## config.mk

```make
export PLATFORM = sky130hd
export DESIGN_NAME = mlp_fsm
export DESIGN_NICKNAME = d
export VERILOG_FILES = /design/src/rtl/mlp_fsm.sv
export SDC_FILE = /design/constraint.sdc
export NUM_CORES = 1
export LEC_CHECK = 0
export CAP_MARGIN = 20
export CELL_PAD_IN_SITES_DETAIL_PLACEMENT = 1
export CELL_PAD_IN_SITES_GLOBAL_PLACEMENT = 2
export CORE_AREA = 2 2 102 104
export DETAILED_ROUTE_END_ITERATION = 12
export DIE_AREA = 0 0 104 106
export GPL_TIMING_DRIVEN = 0
export PLACE_DENSITY_LB_ADDON = 0.2
export REMOVE_ABC_BUFFERS = 1
export SLEW_MARGIN = 20
export SYNTH_ARGS = -nofsm -noshare
export SYNTH_HDL_FRONTEND = slang
export SYNTH_SLANG_ARGS = --single-unit
```

## constraint.sdc

```tcl
create_clock -name clk_i -period 3.58 [get_ports clk_i]
set_input_delay 0.537 -clock clk_i [delete_from_list [all_inputs] [get_ports clk_i]]
set_output_delay 0.537 -clock clk_i [all_outputs]
set_load 0.05 [all_outputs]
```

## src/rtl/mlp_fsm.sv

```systemverilog
`default_nettype none
// ============================================================================
// Module   : mlp_fsm
// Brief    : Control FSM for a small fixed-point MLP accelerator. It sequences
//            the weight load, the input load and layer-by-layer compute.
// Revision : 1.0 - initial release
// ============================================================================
module mlp_fsm #(
  parameter int N_LAYERS = 2,
  parameter int N_IN     = 32,
  parameter int N_OUT    = 32
) (
  input  logic        clk_i,
  input  logic        rst_i,
  input  logic        init_valid_i,
  output logic        init_ready_o,
  input  logic        start_valid_i,
  output logic        start_ready_o,
  output logic        result_valid_o,
  output logic        w_ren_o,
  output logic        w_wen_o,
  output logic [10:0] w_addr_o,
  output logic        x_ren_o,
  output logic        x_wen_o,
  output logic        x_sel_o,
  output logic [7:0]  x_addr_o,
  output logic        partial_sum_store_o,
  output logic        x_sram_write_back_o
);

  localparam int c_LW = (N_LAYERS > 1) ? $clog2(N_LAYERS) : 1;

  localparam logic [10:0]     c_W_LAST     = 11'(N_LAYERS * N_IN * N_OUT - 1);
  localparam logic [7:0]      c_IN_LAST    = 8'(N_IN - 1);
  localparam logic [7:0]      c_OUT_LAST   = 8'(N_OUT - 1);
  localparam logic [c_LW-1:0] c_LAYER_LAST = c_LW'(N_LAYERS - 1);

  typedef enum logic [2:0] {
    S_IDLE   = 3'd0,
    S_LOAD_W = 3'd1,
    S_LOAD_X = 3'd2,
    S_READ   = 3'd3,
    S_STORE  = 3'd4,
    S_WB     = 3'd5,
    S_DONE   = 3'd6
  } state_t;

  state_t          r_state;
  logic            r_init_done;
  logic [c_LW-1:0] r_layer;
  logic [7:0]      r_neuron;
  logic [7:0]      r_idx;
  logic [10:0]     r_wptr;

  logic            r_init_ready;
  logic            r_start_ready;
  logic            r_result_valid;
  logic            r_w_ren;
  logic            r_w_wen;
  logic [10:0]     r_w_addr;
  logic            r_x_ren;
  logic            r_x_wen;
  logic            r_x_sel;
  logic [7:0]      r_x_addr;
  logic            r_ps_store;
  logic            r_x_wb;

  // Outputs are registered: each transition loads the values the next state
  // presents, so no input valid ever reaches an output combinationally.
  always_ff @(posedge clk_i) begin
    if (rst_i) begin
      r_state        <= S_IDLE;
      r_init_done    <= 1'b0;
      r_layer        <= '0;
      r_neuron       <= '0;
      r_idx          <= '0;
      r_wptr         <= '0;
      r_init_ready   <= 1'b1;
      r_start_ready  <= 1'b0;
      r_result_valid <= 1'b0;
      r_w_ren        <= 1'b0;
      r_w_wen        <= 1'b0;
      r_w_addr       <= '0;
      r_x_ren        <= 1'b0;
      r_x_wen        <= 1'b0;
      r_x_sel        <= 1'b0;
      r_x_addr       <= '0;
      r_ps_store     <= 1'b0;
      r_x_wb         <= 1'b0;
    end else begin
      case (r_state)
        S_IDLE: begin
          // Init has priority; a start seen in the same cycle is dropped.
          if (init_valid_i && r_init_ready) begin
            r_state       <= S_LOAD_W;
            r_init_ready  <= 1'b0;
            r_start_ready <= 1'b0;
            r_w_wen       <= 1'b1;
            r_w_addr      <= '0;
          end else if (start_valid_i && r_start_ready) begin
            r_state       <= S_READ;
            r_init_ready  <= 1'b0;
            r_start_ready <= 1'b0;
            r_layer       <= '0;
            r_neuron      <= '0;
            r_idx         <= '0;
            r_wptr        <= '0;
            r_w_ren       <= 1'b1;
            r_x_ren       <= 1'b1;
            r_w_addr      <= '0;
            r_x_addr      <= '0;
            r_x_sel       <= 1'b0;
          end
        end

        S_LOAD_W: begin
          if (r_w_addr == c_W_LAST) begin
            r_state  <= S_LOAD_X;
            r_w_wen  <= 1'b0;
            r_w_addr <= '0;
            r_x_wen  <= 1'b1;
            r_x_sel  <= 1'b0;
            r_x_addr <= '0;
          end else begin
            r_w_addr <= r_w_addr + 11'd1;
          end
        end

        S_LOAD_X: begin
          if (r_x_addr == c_IN_LAST) begin
            r_state       <= S_IDLE;
            r_init_done   <= 1'b1;
            r_x_wen       <= 1'b0;
            r_x_addr      <= '0;
            r_init_ready  <= 1'b1;
            r_start_ready <= 1'b1;
          end else begin
            r_x_addr <= r_x_addr + 8'd1;
          end
        end

        S_READ: begin
          // Weights are consumed in strictly sequential order, so a single
          // running pointer replaces the L*N_IN*N_OUT + o*N_IN + i product.
          r_wptr <= r_wptr + 11'd1;
          if (r_idx == c_IN_LAST) begin
            r_state    <= S_STORE;
            r_idx      <= '0;
            r_w_ren    <= 1'b0;
            r_x_ren    <= 1'b0;
            r_w_addr   <= '0;
            r_x_addr   <= '0;
            r_x_sel    <= 1'b0;
            r_ps_store <= 1'b1;
          end else begin
            r_idx    <= r_idx + 8'd1;
            r_w_addr <= r_wptr + 11'd1;
            r_x_addr <= r_idx + 8'd1;
          end
        end

        S_STORE: begin
          r_state    <= S_WB;
          r_ps_store <= 1'b0;
          r_x_wen    <= 1'b1;
          r_x_wb     <= 1'b1;
          r_x_sel    <= ~r_layer[0];
          r_x_addr   <= r_neuron;
        end

        S_WB: begin
          r_x_wen  <= 1'b0;
          r_x_wb   <= 1'b0;
          r_x_sel  <= 1'b0;
          r_x_addr <= '0;
          if (r_neuron == c_OUT_LAST) begin
            r_neuron <= '0;
            if (r_layer == c_LAYER_LAST) begin
              r_state        <= S_DONE;
              r_layer        <= '0;
              r_result_valid <= 1'b1;
            end else begin
              r_state  <= S_READ;
              r_layer  <= r_layer + c_LW'(1);
              r_w_ren  <= 1'b1;
              r_x_ren  <= 1'b1;
              r_w_addr <= r_wptr;
              r_x_sel  <= ~r_layer[0];
            end
          end else begin
            r_state  <= S_READ;
            r_neuron <= r_neuron + 8'd1;
            r_w_ren  <= 1'b1;
            r_x_ren  <= 1'b1;
            r_w_addr <= r_wptr;
            r_x_sel  <= r_layer[0];
          end
        end

        S_DONE: begin
          r_state        <= S_IDLE;
          r_result_valid <= 1'b0;
          r_init_ready   <= 1'b1;
          r_start_ready  <= r_init_done;
        end

        default: begin
          r_state <= S_IDLE;
        end
      endcase
    end
  end

  assign init_ready_o        = r_init_ready;
  assign start_ready_o       = r_start_ready;
  assign result_valid_o      = r_result_valid;
  assign w_ren_o             = r_w_ren;
  assign w_wen_o             = r_w_wen;
  assign w_addr_o            = r_w_addr;
  assign x_ren_o             = r_x_ren;
  assign x_wen_o             = r_x_wen;
  assign x_sel_o             = r_x_sel;
  assign x_addr_o            = r_x_addr;
  assign partial_sum_store_o = r_ps_store;
  assign x_sram_write_back_o = r_x_wb;

endmodule
`default_nettype wire

```

# After elaboration in Yosys (flattened, before gate mapping)

Cells that the tools add are included.

Flip-flop bits (word level): 60
Word-level logic and storage cells: 129
Output and inout port bits: 29
Input bits: 4

Muxes and demuxes: 56
Eq/ne operators: 20
Reduce and logical (&&, ||, !) cells: 29
Bitwise operators: 1
Add/sub/neg operators: 6

Operator list:

| operator                | number |
|---|---|
| $mux W11                | 7 |
| $mux W8                 | 6 |
| $pmux W8 S6             | 1 |
| $pmux W11 S4            | 1 |
| $pmux W8 S2             | 2 |
| $add A8 B1 Y8 const B   | 3 |
| $eq A8 B5 Y1 const B    | 3 |
| $add A11 B1 Y11 const B | 2 |
| $pmux W11 S2            | 1 |
| $mux W3                 | 7 |
| $reduce_and A3 Y1       | 7 |
| $mux W1                 | 20 |
| $pmux W3 S6             | 1 |
| $ne A2 B2 Y1 const B    | 8 |
| $reduce_and A4 Y1       | 3 |
| $reduce_bool A2 Y1      | 6 |
| $eq A11 B11 Y1 const B  | 1 |
| $pmux W1 S2             | 5 |
| $reduce_and A5 Y1       | 2 |
| $eq A3 B3 Y1 const B    | 3 |
| $pmux W1 S3             | 3 |
| $reduce_bool A4 Y1      | 2 |
| $eq A3 B2 Y1 const B    | 2 |
| $ne A3 B3 Y1 const B    | 2 |
| other kinds (11)        | 14 |

# Longest topological paths before layout

Word-level depth: 4
Gate-level depth with buffers: 10
Depth with buffers taken out: 9

# Worst setup path after synthesis

No wires, ideal clock.

Kind: reg-to-reg
From: register r_w_addr[0], in the netlist w_addr_o[0]
To: register r_x_addr[4], in the netlist x_addr_o[4]
Period minus slack after synthesis: 2.191 ns
Cell stages (with the launch flop): 7
Setup time: 0.128 ns
Setup slack: 1.389 ns
Data arrival time: 2.064 ns
Cell sequence: dfxtp_1 > ha_1 > nand3_1 > nor4_4 > o211ai_4 > a222oi_1 > nor2_1

Cells in the longest elaborated chain, start to end: 3

Ends and longest elaborated chain:

| what                        | RTL line | RTL |
|---|---|---|
| from (decl)                 | 60       | `logic [10:0] r_w_addr;` |
| from (signal assigned)      | 125      | `r_w_addr <= r_w_addr + 11'd1;` |
| from (signal assigned)      | 157      | `r_w_addr <= r_wptr + 11'd1;` |
| from (signal assigned)      | 187      | `r_w_addr <= r_wptr;` |
| $eq A11 B11 Y1              | 117      | `if (r_w_addr == c_W_LAST) begin` |
| $ne A2 B2 Y1 (no line)      | n/a      |  |
| $reduce_and A4 Y1 (no line) | n/a      |  |
| to (signal assigned)        | 138      | `r_x_addr <= r_x_addr + 8'd1;` |
| to (signal assigned)        | 158      | `r_x_addr <= r_idx + 8'd1;` |
| to (signal assigned)        | 168      | `r_x_addr <= r_neuron;` |
| to (decl)                   | 64       | `logic [7:0] r_x_addr;` |

No other way between the ends.
A chain may end at the register's enable or synchronous reset.

# Worst setup path in the final report

From: register r_state[0]
To: register r_w_addr[5], in the netlist w_addr_o[5]

Cells in the longest elaborated chain, start to end: 3
Elaborated cells between the ends (all ways): 9

Ends and longest elaborated chain:

| what                                                                | RTL line | RTL |
|---|---|---|
| from (decl)                                                         | 48       | `state_t r_state;` |
| from (signal assigned)                                              | 72       | `r_state <= S_IDLE;` |
| from (signal assigned)                                              | 95       | `r_state <= S_LOAD_W;` |
| from (signal assigned)                                              | 101      | `r_state <= S_READ;` |
| $eq A3 B3 Y1, or another cell as far along                          | 91       | `case (r_state)` |
| $ne A3 B3 Y1 (no line) / $reduce_bool A4 Y1 (equally long branches) | n/a      |  |
| $reduce_and A3 Y1 (no line)                                         | n/a      |  |

Several ways; a longest one is shown, not always the timed one.

==> impl_metrics.json <==
{
  "slew_violations": 0,
  "path_delay_family": "compound AO/OA/AOI/OAI gates",
  "yosysUniqueCellTypes": 73,
  "tns_ns": 0,
  "port_buffers": 32,
  "powerDensity_nw_per_um2": 516.6,
  "cts_tree": "built",
  "nets": 491,
  "clk_pin_slew_ns": 0.07,
  "numPlacedInstances": 604,
  "drtIter0Drc": 137,
  "ys_seq_area_share_pct": 33.22,
  "fin_skew_ns": 0.01050,
  "hpwl_um": 7892,
  "grt_pass1_vias": 3402,
  "areaGrowthSynthToFinish_pct": 16.40,
  "grt_usage_pct": 21.12,
  "post_drt_wl_per_cell_um": 18.14,
  "core-area_um2": 10000,
  "ys_ff_latch": 60,
  "fin_cells": 621,
  "diodes": 0,
  "drv_cap": 0,
  "crit_fanout": 27,
  "setup_viol": 0,
  "post-cts-setup-buffer-count": 0,
  "cp.required_ns": 3.86,
  "drt_pass1_iterations": 4,
  "core.rowCount": 37,
  "vias_per_cell": 5.725,
  "worstPathCellList": "nand3b_1, buf_6, a21oi_4, a31oi_1, a311o_1, o211ai_1",
  "grt_max_degree": 33,
  "die-width_um": 104,
  "antenna_found_initial": 0,
  "clk_latency_ns": 0.36,
  "avgSynthCellArea_um2": 7.793,
  "numCtsBuffers": 9,
  "register_area_um2": 1201,
  "ys_warn_count": 0,
  "cts_num_sinks": 60,
  "root_buffer": "clkbuf_8",
  "wl_um": 11260,
  "critPathKind": "reg -> reg",
  "endpoint_kind": "register",
  "layout-drive-gt1-share_pct": 7.216,
  "cp-start-kind": "register",
  "stdcell_area_um2": 4209,
  "die_h_um": 106,
  "rsz0062_at_grt": "no",
  "io_pins": 33,
  "layout_common_cells": "60 x dfxtp_1, 53 x nand2_1, 50 x a21oi_1, 48 x nor2_1",
  "period_needed_ns": 3.254,
  "cellLeakagePower_nw": 1.406,
  "peakVddDrop_mv": 0.1815,
  "htreeDepth": 3,
  "dominantRegCellSynth": "dfxtp_1",
  "syn_inst": 464,
  "fmax_ghz": 0.3074,
  "drc": 0,
  "start_util_pct": 36.16,
  "critPathMaxStageDelay_ns": 0.97,
  "multi_input_area_um2": 2260,
  "final_common_cell": "dfxtp_1",
  "grt_overflow": 0,
  "place_congestion": 0.7721,
  "hold_viol_final": 0,
  "cts.path.max_buffers": 2,
  "status": "completed",
  "critPathArrivalTime_ns": 3.54,
  "power.total_mw": 2.174,
  "fin_crit_sh_pct": 90.88,
  "tightest_slew_ns": 0.9683,
  "grt_first_pass_wirelength_um": 18400,
  "slew_headroom_pct": 34.60,
  "cp_slowest_cell": "dfxtp_1",
  "hold_buffers": 0,
  "cp_num_buf_inv": 1,
  "ys_async_sr_fraction_pct": 0,
  "placed_area_um2": 3989,
  "synth_edf_count": 0,
  "die_area_um2": 11020,
  "final_antenna_net_count": 0,
  "vias": 3555,
  "netlist_area_um2": 3616,
  "fillCellCount": 1253,
  "hold_path_class": "reg -> reg"
}
==> worst reg2reg max path, delay by kind of cell, from the launching register on <==
kind | cells | cell delay (ns)
AOI/OAI and AO/OA | 4 | 1.15
buffers and inverters | 1 | 0.37
DFF | 1 | 0.97
and+or+nand+nor | 1 | 0.69
==> Yosys cell counts (all sizes together), types with 2 or more instances <==
library cell / count / area (um2)
a211oi: 7 / 52.55
a31oi: 9 / 56.30
o32ai: 2 / 17.52
a22oi: 7 / 52.55
clkbuf: 14 / 52.55
xor2: 11 / 96.34
nand4: 7 / 50.05
a21oi: 51 / 259.0
nor4: 5 / 61.31
nor3b: 2 / 20.02
or2: 3 / 18.78
nand3: 15 / 75.07
nor3: 13 / 65.06
o41ai: 2 / 36.29
o21a: 2 / 15.01
ha: 7 / 87.58
inv: 8 / 30.03
xnor2: 8 / 70.07
a221oi: 5 / 43.79
buf: 15 / 80.08
a311oi: 2 / 17.52
dfxtp: 60 / 1201
nand3b: 5 / 41.29
o21ai: 32 / 160.2
o211ai: 4 / 43.79
o22a: 2 / 17.52
nor2b: 4 / 25.02
and3: 4 / 25.02
o31a: 2 / 17.52
and2: 4 / 25.02
or4: 2 / 15.01
or3: 11 / 70.07
nand2b: 3 / 18.77
and4: 7 / 62.56
nand2: 53 / 198.9
a222oi: 2 / 20.02
mux2i: 2 / 20.02
a21o: 4 / 30.03
nor2: 50 / 197.7
==> power breakdown <==
part	internal [mW]	total (mW)	switching, mW
registers	0.712	0.828	0.116
logic	0.234	0.690	0.456
clock network	0.355	0.656	0.301
==> flip-flops by register name, indices dropped and copies added (netlist names), 3 cells and up <==
signal    count
r_neuron      8
w_addr_o     11
r_state       3
r_idx         8
x_addr_o      8
r_wptr       11
==> layout make-up <==
type / instances / share of cell area [%]
inverter: 8 / 0.7134
tap: 136 / 4.043
timing repair buffer: 34 / 8.234
clock inverter: 5 / 1.189
multi-input combinational: 367 / 53.69
sequential: 60 / 28.54
clock buffer: 11 / 3.597
==> kinds of logic (layout without fill, tap and decap cells) <==
group | count (synthesis) | count (layout) | synth area share, %
AO/OA/AOI/OAI | 146 | 146 | 26.57
buffers and inverters | 37 | 58 | 4.498
adder cells (fa/ha/maj) | 7 | 7 | 2.422
multiplexers | 3 | 3 | 0.8651
XOR/XNOR | 19 | 19 | 4.602
flip-flops | 60 | 60 | 33.22
AND/OR/NAND/NOR | 192 | 192 | 27.82
==> layer usage <==
metal  wire [um]  global-route usage, %  part of all wire [%]  up-vias
met4         259                  9.556                   2.3        0
met3         505                  3.066                   4.5       19
li1            -                      -                     -     1743
met1        5652                  30.72                    50     1722
met2        4847                  30.73                    43       71
met5           0                      0                     0        -
==> metrics by stage <==
stage	utilization (%)	hold slack (ns)	worst slack, ns
after floorplan	-	0.4197	1.004
after global placement	39.74	0.4406	-0.1493
after detailed placement	39.89	0.4480	-0.1667
after CTS	41.98	0.4599	0.02670
after global routing	42.09	0.4881	0.06939
final	42.09	0.4532	0.3264
==> final timing paths <==
kind	start	end	slack [ns]	depth (start not counted)
setup reg to reg	r_state[0]$_SDFFE_PP0P_	w_addr_o[5]$_SDFFE_PP0P_	0.33	6
setup / recovery	r_state[0]$_SDFFE_PP0P_	w_addr_o[5]$_SDFFE_PP0P_	0.33	6
hold reg to reg	r_init_done$_SDFFE_PP0P_	r_init_done$_SDFFE_PP0P_	0.45	2
hold / removal	r_init_done$_SDFFE_PP0P_	r_init_done$_SDFFE_PP0P_	0.45	2
==> repair_timing <==
item,4_1_cts,5_1_grt
resized for setup,1,0
setup endpoints to repair,7,0
endpoints found under the hold margin,0,0
Note: power is estimated with default switching activity, not from simulation.
